**config.mk**
```make
export PLATFORM = sky130hd
export DESIGN_NAME = vol_ramp_bank
export DESIGN_NICKNAME = d
export VERILOG_FILES = /design/src/rtl/vol_ramp_bank.sv
export SDC_FILE = /design/constraint.sdc
export NUM_CORES = 2
export LEC_CHECK = 0
export ABC_AREA = 0
export CELL_PAD_IN_SITES_DETAIL_PLACEMENT = 1
export CELL_PAD_IN_SITES_GLOBAL_PLACEMENT = 2
export CORE_ASPECT_RATIO = 1.1
export CORE_UTILIZATION = 40
export CTS_CLUSTER_SIZE = 28
export DETAILED_ROUTE_END_ITERATION = 10
export GPL_TIMING_DRIVEN = 0
export MAX_ROUTING_LAYER = met4
export PLACE_DENSITY_LB_ADDON = 0.25
export SYNTH_ARGS = -nofsm -noshare
export SYNTH_HDL_FRONTEND = slang
export SYNTH_SLANG_ARGS = --single-unit
export TNS_END_PERCENT = 1
```
**constraint.sdc**
```tcl
create_clock -name CLK -period 24.1 [get_ports CLK]
set_input_delay 4.82 -clock CLK [delete_from_list [all_inputs] [get_ports CLK]]
set_output_delay 4.82 -clock CLK [all_outputs]
set_load 0.02 [all_outputs]
```
**src/rtl/vol_ramp_bank.sv**
```systemverilog
// Purpose: slews 32 per-channel volumes toward their SPI targets, at most STEP per LRCLK frame.
// Latency: channel k updates LRCLK edge + 3 + k + 1 clocks; SETTLED at LRCLK edge + 3 + NUM_CH + 1.
// Backpressure: none; a frame pulse arriving while a scan is running is dropped, not queued.
module vol_ramp_bank #(
  parameter int NUM_CH  = 32,
  parameter int VOL_BIT = 8,
  parameter int STEP    = 4
) (
  input  logic                      CLK,
  input  logic                      RST,
  input  logic                      LRCLK,
  input  logic [NUM_CH*VOL_BIT-1:0] TGT_VOL,
  input  logic                      MUTE,
  output logic [NUM_CH*VOL_BIT-1:0] VOL_OUT,
  output logic                      SETTLED,
  output logic                      SCAN_BUSY
);

  localparam int IDX_W = (NUM_CH > 1) ? $clog2(NUM_CH) : 1;
  localparam logic [IDX_W-1:0] LAST_IDX = IDX_W'(NUM_CH - 1);
  localparam logic [VOL_BIT:0] STEP_W = (VOL_BIT + 1)'(STEP);

  localparam logic [1:0] ST_IDLE = 2'd0;
  localparam logic [1:0] ST_SCAN = 2'd1;
  localparam logic [1:0] ST_DONE = 2'd2;

  logic                      lr_s1, lr_s2, lr_d;
  logic                      frame_p;
  logic [NUM_CH*VOL_BIT-1:0] tgt_a, tgt_b, snap_q;
  logic [VOL_BIT-1:0]        snap_w [NUM_CH];
  logic [VOL_BIT-1:0]        cur_q  [NUM_CH];
  logic [1:0]                state;
  logic [IDX_W-1:0]          idx;
  logic                      all_eq;

  logic [VOL_BIT-1:0]        cur_sel, eff_sel;
  logic [VOL_BIT:0]          cur_x, eff_x, diff_up, diff_dn, nxt_x;

  assign frame_p   = lr_s2 & ~lr_d;
  assign SCAN_BUSY = (state == ST_SCAN);

  for (genvar k = 0; k < NUM_CH; k++) begin : g_pack
    assign snap_w[k]                    = snap_q[k*VOL_BIT +: VOL_BIT];
    assign VOL_OUT[k*VOL_BIT +: VOL_BIT] = cur_q[k];
  end

  // Two-flop LRCLK synchroniser plus the edge-detect delay stage.
  always_ff @(posedge CLK) begin
    if (!RST) begin
      lr_s1 <= 1'b0;
      lr_s2 <= 1'b0;
      lr_d  <= 1'b0;
    end else begin
      lr_s1 <= LRCLK;
      lr_s2 <= lr_s1;
      lr_d  <= lr_s2;
    end
  end

  // Double-register the targets; only take a snapshot when both stages agree (no torn SPI write).
  always_ff @(posedge CLK) begin
    if (!RST) begin
      tgt_a  <= '0;
      tgt_b  <= '0;
      snap_q <= '0;
    end else begin
      tgt_a <= TGT_VOL;
      tgt_b <= tgt_a;
      if (frame_p && (tgt_a == tgt_b)) snap_q <= tgt_b;
    end
  end

  assign cur_sel = cur_q[idx];
  assign eff_sel = MUTE ? '0 : snap_w[idx];
  assign cur_x   = {1'b0, cur_sel};
  assign eff_x   = {1'b0, eff_sel};
  assign diff_up = eff_x - cur_x;
  assign diff_dn = cur_x - eff_x;

  // Next value for the scanned channel: step clamped to the remaining distance, so never overshoots.
  always_comb begin
    nxt_x = cur_x;
    if (cur_x < eff_x) begin
      nxt_x = cur_x + ((diff_up < STEP_W) ? diff_up : STEP_W);
    end else if (cur_x > eff_x) begin
      nxt_x = cur_x - ((diff_dn < STEP_W) ? diff_dn : STEP_W);
    end
  end

  // Scan FSM: one channel per clock after each frame pulse, then publish the settled flag.
  always_ff @(posedge CLK) begin
    if (!RST) begin
      state   <= ST_IDLE;
      idx     <= '0;
      all_eq  <= 1'b0;
      SETTLED <= 1'b0;
      for (int k = 0; k < NUM_CH; k++) cur_q[k] <= '0;
    end else begin
      case (state)
        ST_IDLE: begin
          if (frame_p) begin
            idx    <= '0;
            all_eq <= 1'b1;
            state  <= ST_SCAN;
          end
        end
        ST_SCAN: begin
          cur_q[idx] <= nxt_x[VOL_BIT-1:0];
          all_eq     <= all_eq & (nxt_x == eff_x);
          if (idx == LAST_IDX) begin
            state <= ST_DONE;
          end else begin
            idx <= idx + 1'b1;
          end
        end
        ST_DONE: begin
          SETTLED <= all_eq;
          state   <= ST_IDLE;
        end
        default: state <= ST_IDLE;
      endcase
    end
  end

endmodule

```
==> metrics.md <==
| Metric | Value |
|---|---|
| Critical path's top delay family | buffers and inverters |
| Post-synth ARST share | 0 |
| Initial antenna violation count | 11 |
| Startpoint types | flop |
| Top cell type's share of synthesized area | 0.3819 |
| ANT nets after route | 0 |
| DRC Markers | 0 |
| Grt total ovfl | 0 |
| Initial DRC count | 2461 |
| Core area | 102200 um2 |
| Status | finished with violations |
| Worst Max-Slew Pin Slew | 1.519 ns |
| TritonCTS clock tree | yes |
| Largest area contributor in the netlist | dfxtp_1 |
| Tmin final | 13.45 ns |
| TNS Setup | 0 ns |
| Fin util | 0.5096 |
| Post_cts resized | 0 |
| Largest net degree at the start of global routing | 16 |
| Synth area leaders | dfxtp_1 (38%), edfxtp_1 (19%), mux2i_1 (7.3%) |
| Number of nets in the layout | 4554 |
| Post-CTS Setup Bufs | 0 |
| Routed met1 length | 71.25 mm |
| Die area | 104200 um2 |
| Crit path launch | idx[1]$_SDFFE_PN0P_ |
| CP max FO | 10 |
| Max-cap violations | 1 |
| Most frequent cell after synthesis | dfxtp_1 |
| CP max stage delay | 1.18 ns |
| Reg clk slew, reported paths | 0.06 ns |
| WS Path Type | flop to flop |
| Crit. path cell count | 27 |
| WL met3 | 10.41 mm |
| Area post-placement | 48070 um2 |
| Share of layout cells above drive strength 1 | 0.08514 |
| Failing checks | capacitance limit, slew limit |
| Post-synthesis area per instance | 11.36 um2 |
| P_leak | 19.05 nW |
| Crit path top cell by count | clkbuf_1 |
| Vias in the first global route | 32.07k |
| Detailed placement HPWL | 150.2 mm |
| Synth unique cells | 74 |
| Setup slack, reg-to-reg | 10.65 ns |
| Via count | 31.20k |
| Routability cong. | 1.046 |
| Worst Setup End Kind | flop |
| Total Power | 4.233 mW |
| Hold Path Class | flop to flop |
| CTS root buf | clkbuf_16 |
| DRT Wirelength | 185.9 mm |
| Setup WS post-layout | 10.65 ns |
| Clock Skews | 0.03352 ns |
| Worst r2r dst | all_eq$_SDFFE_PN0P_ |
| Die H | 338.4 um |
| RSZ-0062 raised after global routing | no |
| Wire per inst | 32.45 um |
| Hold_buf cts | 0 |
| Gate Count Post-Synth | 3623 |
| Die width | 307.8 um |
| Slew Viols, Final | 11 |
| Top layer used by detailed routing | met4 |
| Max Root-Sink Buffers | 3 |
| PortBufs | 515 |
| Pre-CTS WS | 10.97 ns |
| Crit-path slowest cell | clkbuf_1 |
| Mapped Area | 41150 um2 |
| F_max | 74.34 MHz |
| First-pass GRT wire length | 254.3 mm |
| Clock Sinks | 1041 |
| CP bufs+invs | 7 |
| WP data arrival | 14.04 ns |
| P&R area growth vs syn | 26.52% |
| Vias/cell | 5.445 |
| GRT Resource Usage Total | 0.3646 |
| I/O Pins | 518 |
| Normalized max-slew margin | -0.01239 |
| Register area share after synthesis | 0.5686 |
| Crit path required time | 24.69 ns |
| Later-pin clock latency in the skew report | 0.72 ns |
| Post-synth EDFFs | 256 |
| R2R cell count | 27 |
| DR pass1 iterations | 5 |
| DR WL met2 | 91.97 mm |
| Ys flop type | dfxtp_1 |
| Synthesized flop and latch total | 1041 |
| Final hold violations | 0 |
| Initial Util | 0.4027 |
| Final non-filler cell area | 52070 um2 |
| Yosys Warn Count | 0 |
| Top cells by count, synth | dfxtp_1 (785), nor2_1 (628), and2_1 (448), mux2i_1 (300), edfxtp_1 (256) |
| Core Rows | 123 |
| Max IR drop VDD | 0.05800 mV |
| Worst Setup EP | all_eq$_SDFFE_PN0P_ |
| Num CTS Buffers | 106 |
| FF-to-FF Start | idx[1]$_SDFFE_PN0P_ |
| H-tree depth | 3 |
| Power Density | 81.30 nW/um2 |
| Final period util | 0.5582 |
| Setup-failing EPs final | 0 |
[state kept, by name (all words and copies together) (netlist names), named ones only]
name	flops
tgt_b	256
idx	5
state	2
lr_s2	1
snap_q	256
cur_q	256
all_eq	1
lr_d	1
lr_s1	1
tgt_a	256
SETTLED	1
[worst register-to-register path, delay by kind of cell, from the launching register on]
kind	cells	cell delay, ns
buffers and inverters	7	5.39
muxes	2	1.37
and+or+nand+nor	6	1.79
xor gates and xnor gates	2	0.30
DFF	1	0.45
adders and majority gates	2	0.82
AOI/OAI and AO/OA	8	3.20
[worst min path at each step]
stage | from | endpoint | slack [ns] | cells after the start
after global routing | lr_s1$_SDFF_PN0_ | lr_s2$_SDFF_PN0_ | 0.48 | 1
final | lr_s1$_SDFF_PN0_ | lr_s2$_SDFF_PN0_ | 0.44 | 1
after floorplan | lr_s1$_SDFF_PN0_ | lr_s2$_SDFF_PN0_ | 0.41 | 1
after CTS | lr_s1$_SDFF_PN0_ | lr_s2$_SDFF_PN0_ | 0.44 | 1
after global placement | lr_s1$_SDFF_PN0_ | lr_s2$_SDFF_PN0_ | 0.42 | 1
after detailed placement | lr_s1$_SDFF_PN0_ | lr_s2$_SDFF_PN0_ | 0.43 | 1
[stage by stage]
| stage | hold slack (ns) | std cells |
|---|---|---|
| final | 0.4421 | 5729 |
| after global routing | 0.4816 | 5729 |
| after CTS | 0.4448 | 5721 |
| after detailed placement | 0.4300 | 5522 |
| after global placement | 0.4233 | 5521 |
| after floorplan | 0.4119 | 3631 |
[where the power goes]
group / total (mW) / internal (mW) / leakage (nW) / switching [mW]
sequential: 1.90 / 1.84 / 9.08 / 0.0565
combinational: 0.450 / 0.162 / 8.02 / 0.287
clock: 1.88 / 1.13 / 1.95 / 0.754
total: 4.23 / 3.14 / 19.0 / 1.10
[cell families (layout without fill, tap and decap cells)]
kind of cell	Yosys count	after routing	share of synthesized area
DFF	1041	1041	0.5686
other	2	18	0.0001825
buffers and inverters	352	1067	0.03329
muxes	442	442	0.1466
and+or+nand+nor	1342	1342	0.1595
AOI/OAI and AO/OA	237	237	0.04344
xor gates and xnor gates	168	168	0.03575
adders and majority gates	39	39	0.01259
[layer usage]
| layer | up-vias | global-route usage |
|---|---|---|
| li1 | 13670 | - |
| met2 | 1272 | 0.6089 |
| met1 | 15920 | 0.4196 |
| met4 | 0 | 0.2110 |
| met5 | - | - |
| met3 | 334 | 0.04689 |
[cells in the final DEF (no fill, tap or decap), drive strengths merged, types with 17 or more instances in the layout]
master / count
mux2i: 300
clkinv: 38
clkdlybuf4s50: 515
a22oi: 27
a221oi: 32
xnor2: 112
nor4: 40
dfxtp: 785
o22ai: 39
ha: 35
nand4: 38
xor2: 56
inv: 154
buf: 40
bufinv: 25
nand2: 103
and2: 448
o21ai: 25
clkbuf: 287
nor2: 628
a21oi: 18
edfxtp: 256
mux4: 127
nor3: 17
o2bb2ai: 22
nand3: 21
[layout make-up]
cell class / instances / area, um2
Antenna cell: 8 / 20.02
Buffer: 201 / 805.8
Clock buffer: 125 / 2895
Timing Repair Buffer: 516 / 5160
Inverter: 151 / 566.8
Clock inverter: 74 / 1082
Fill cell: 10840 / 50120
Multi-Input combinational cell: 2238 / 16420
Tap cell: 1375 / 1720
Sequential cell: 1041 / 23400
Power figures use the tool's default switching activity.
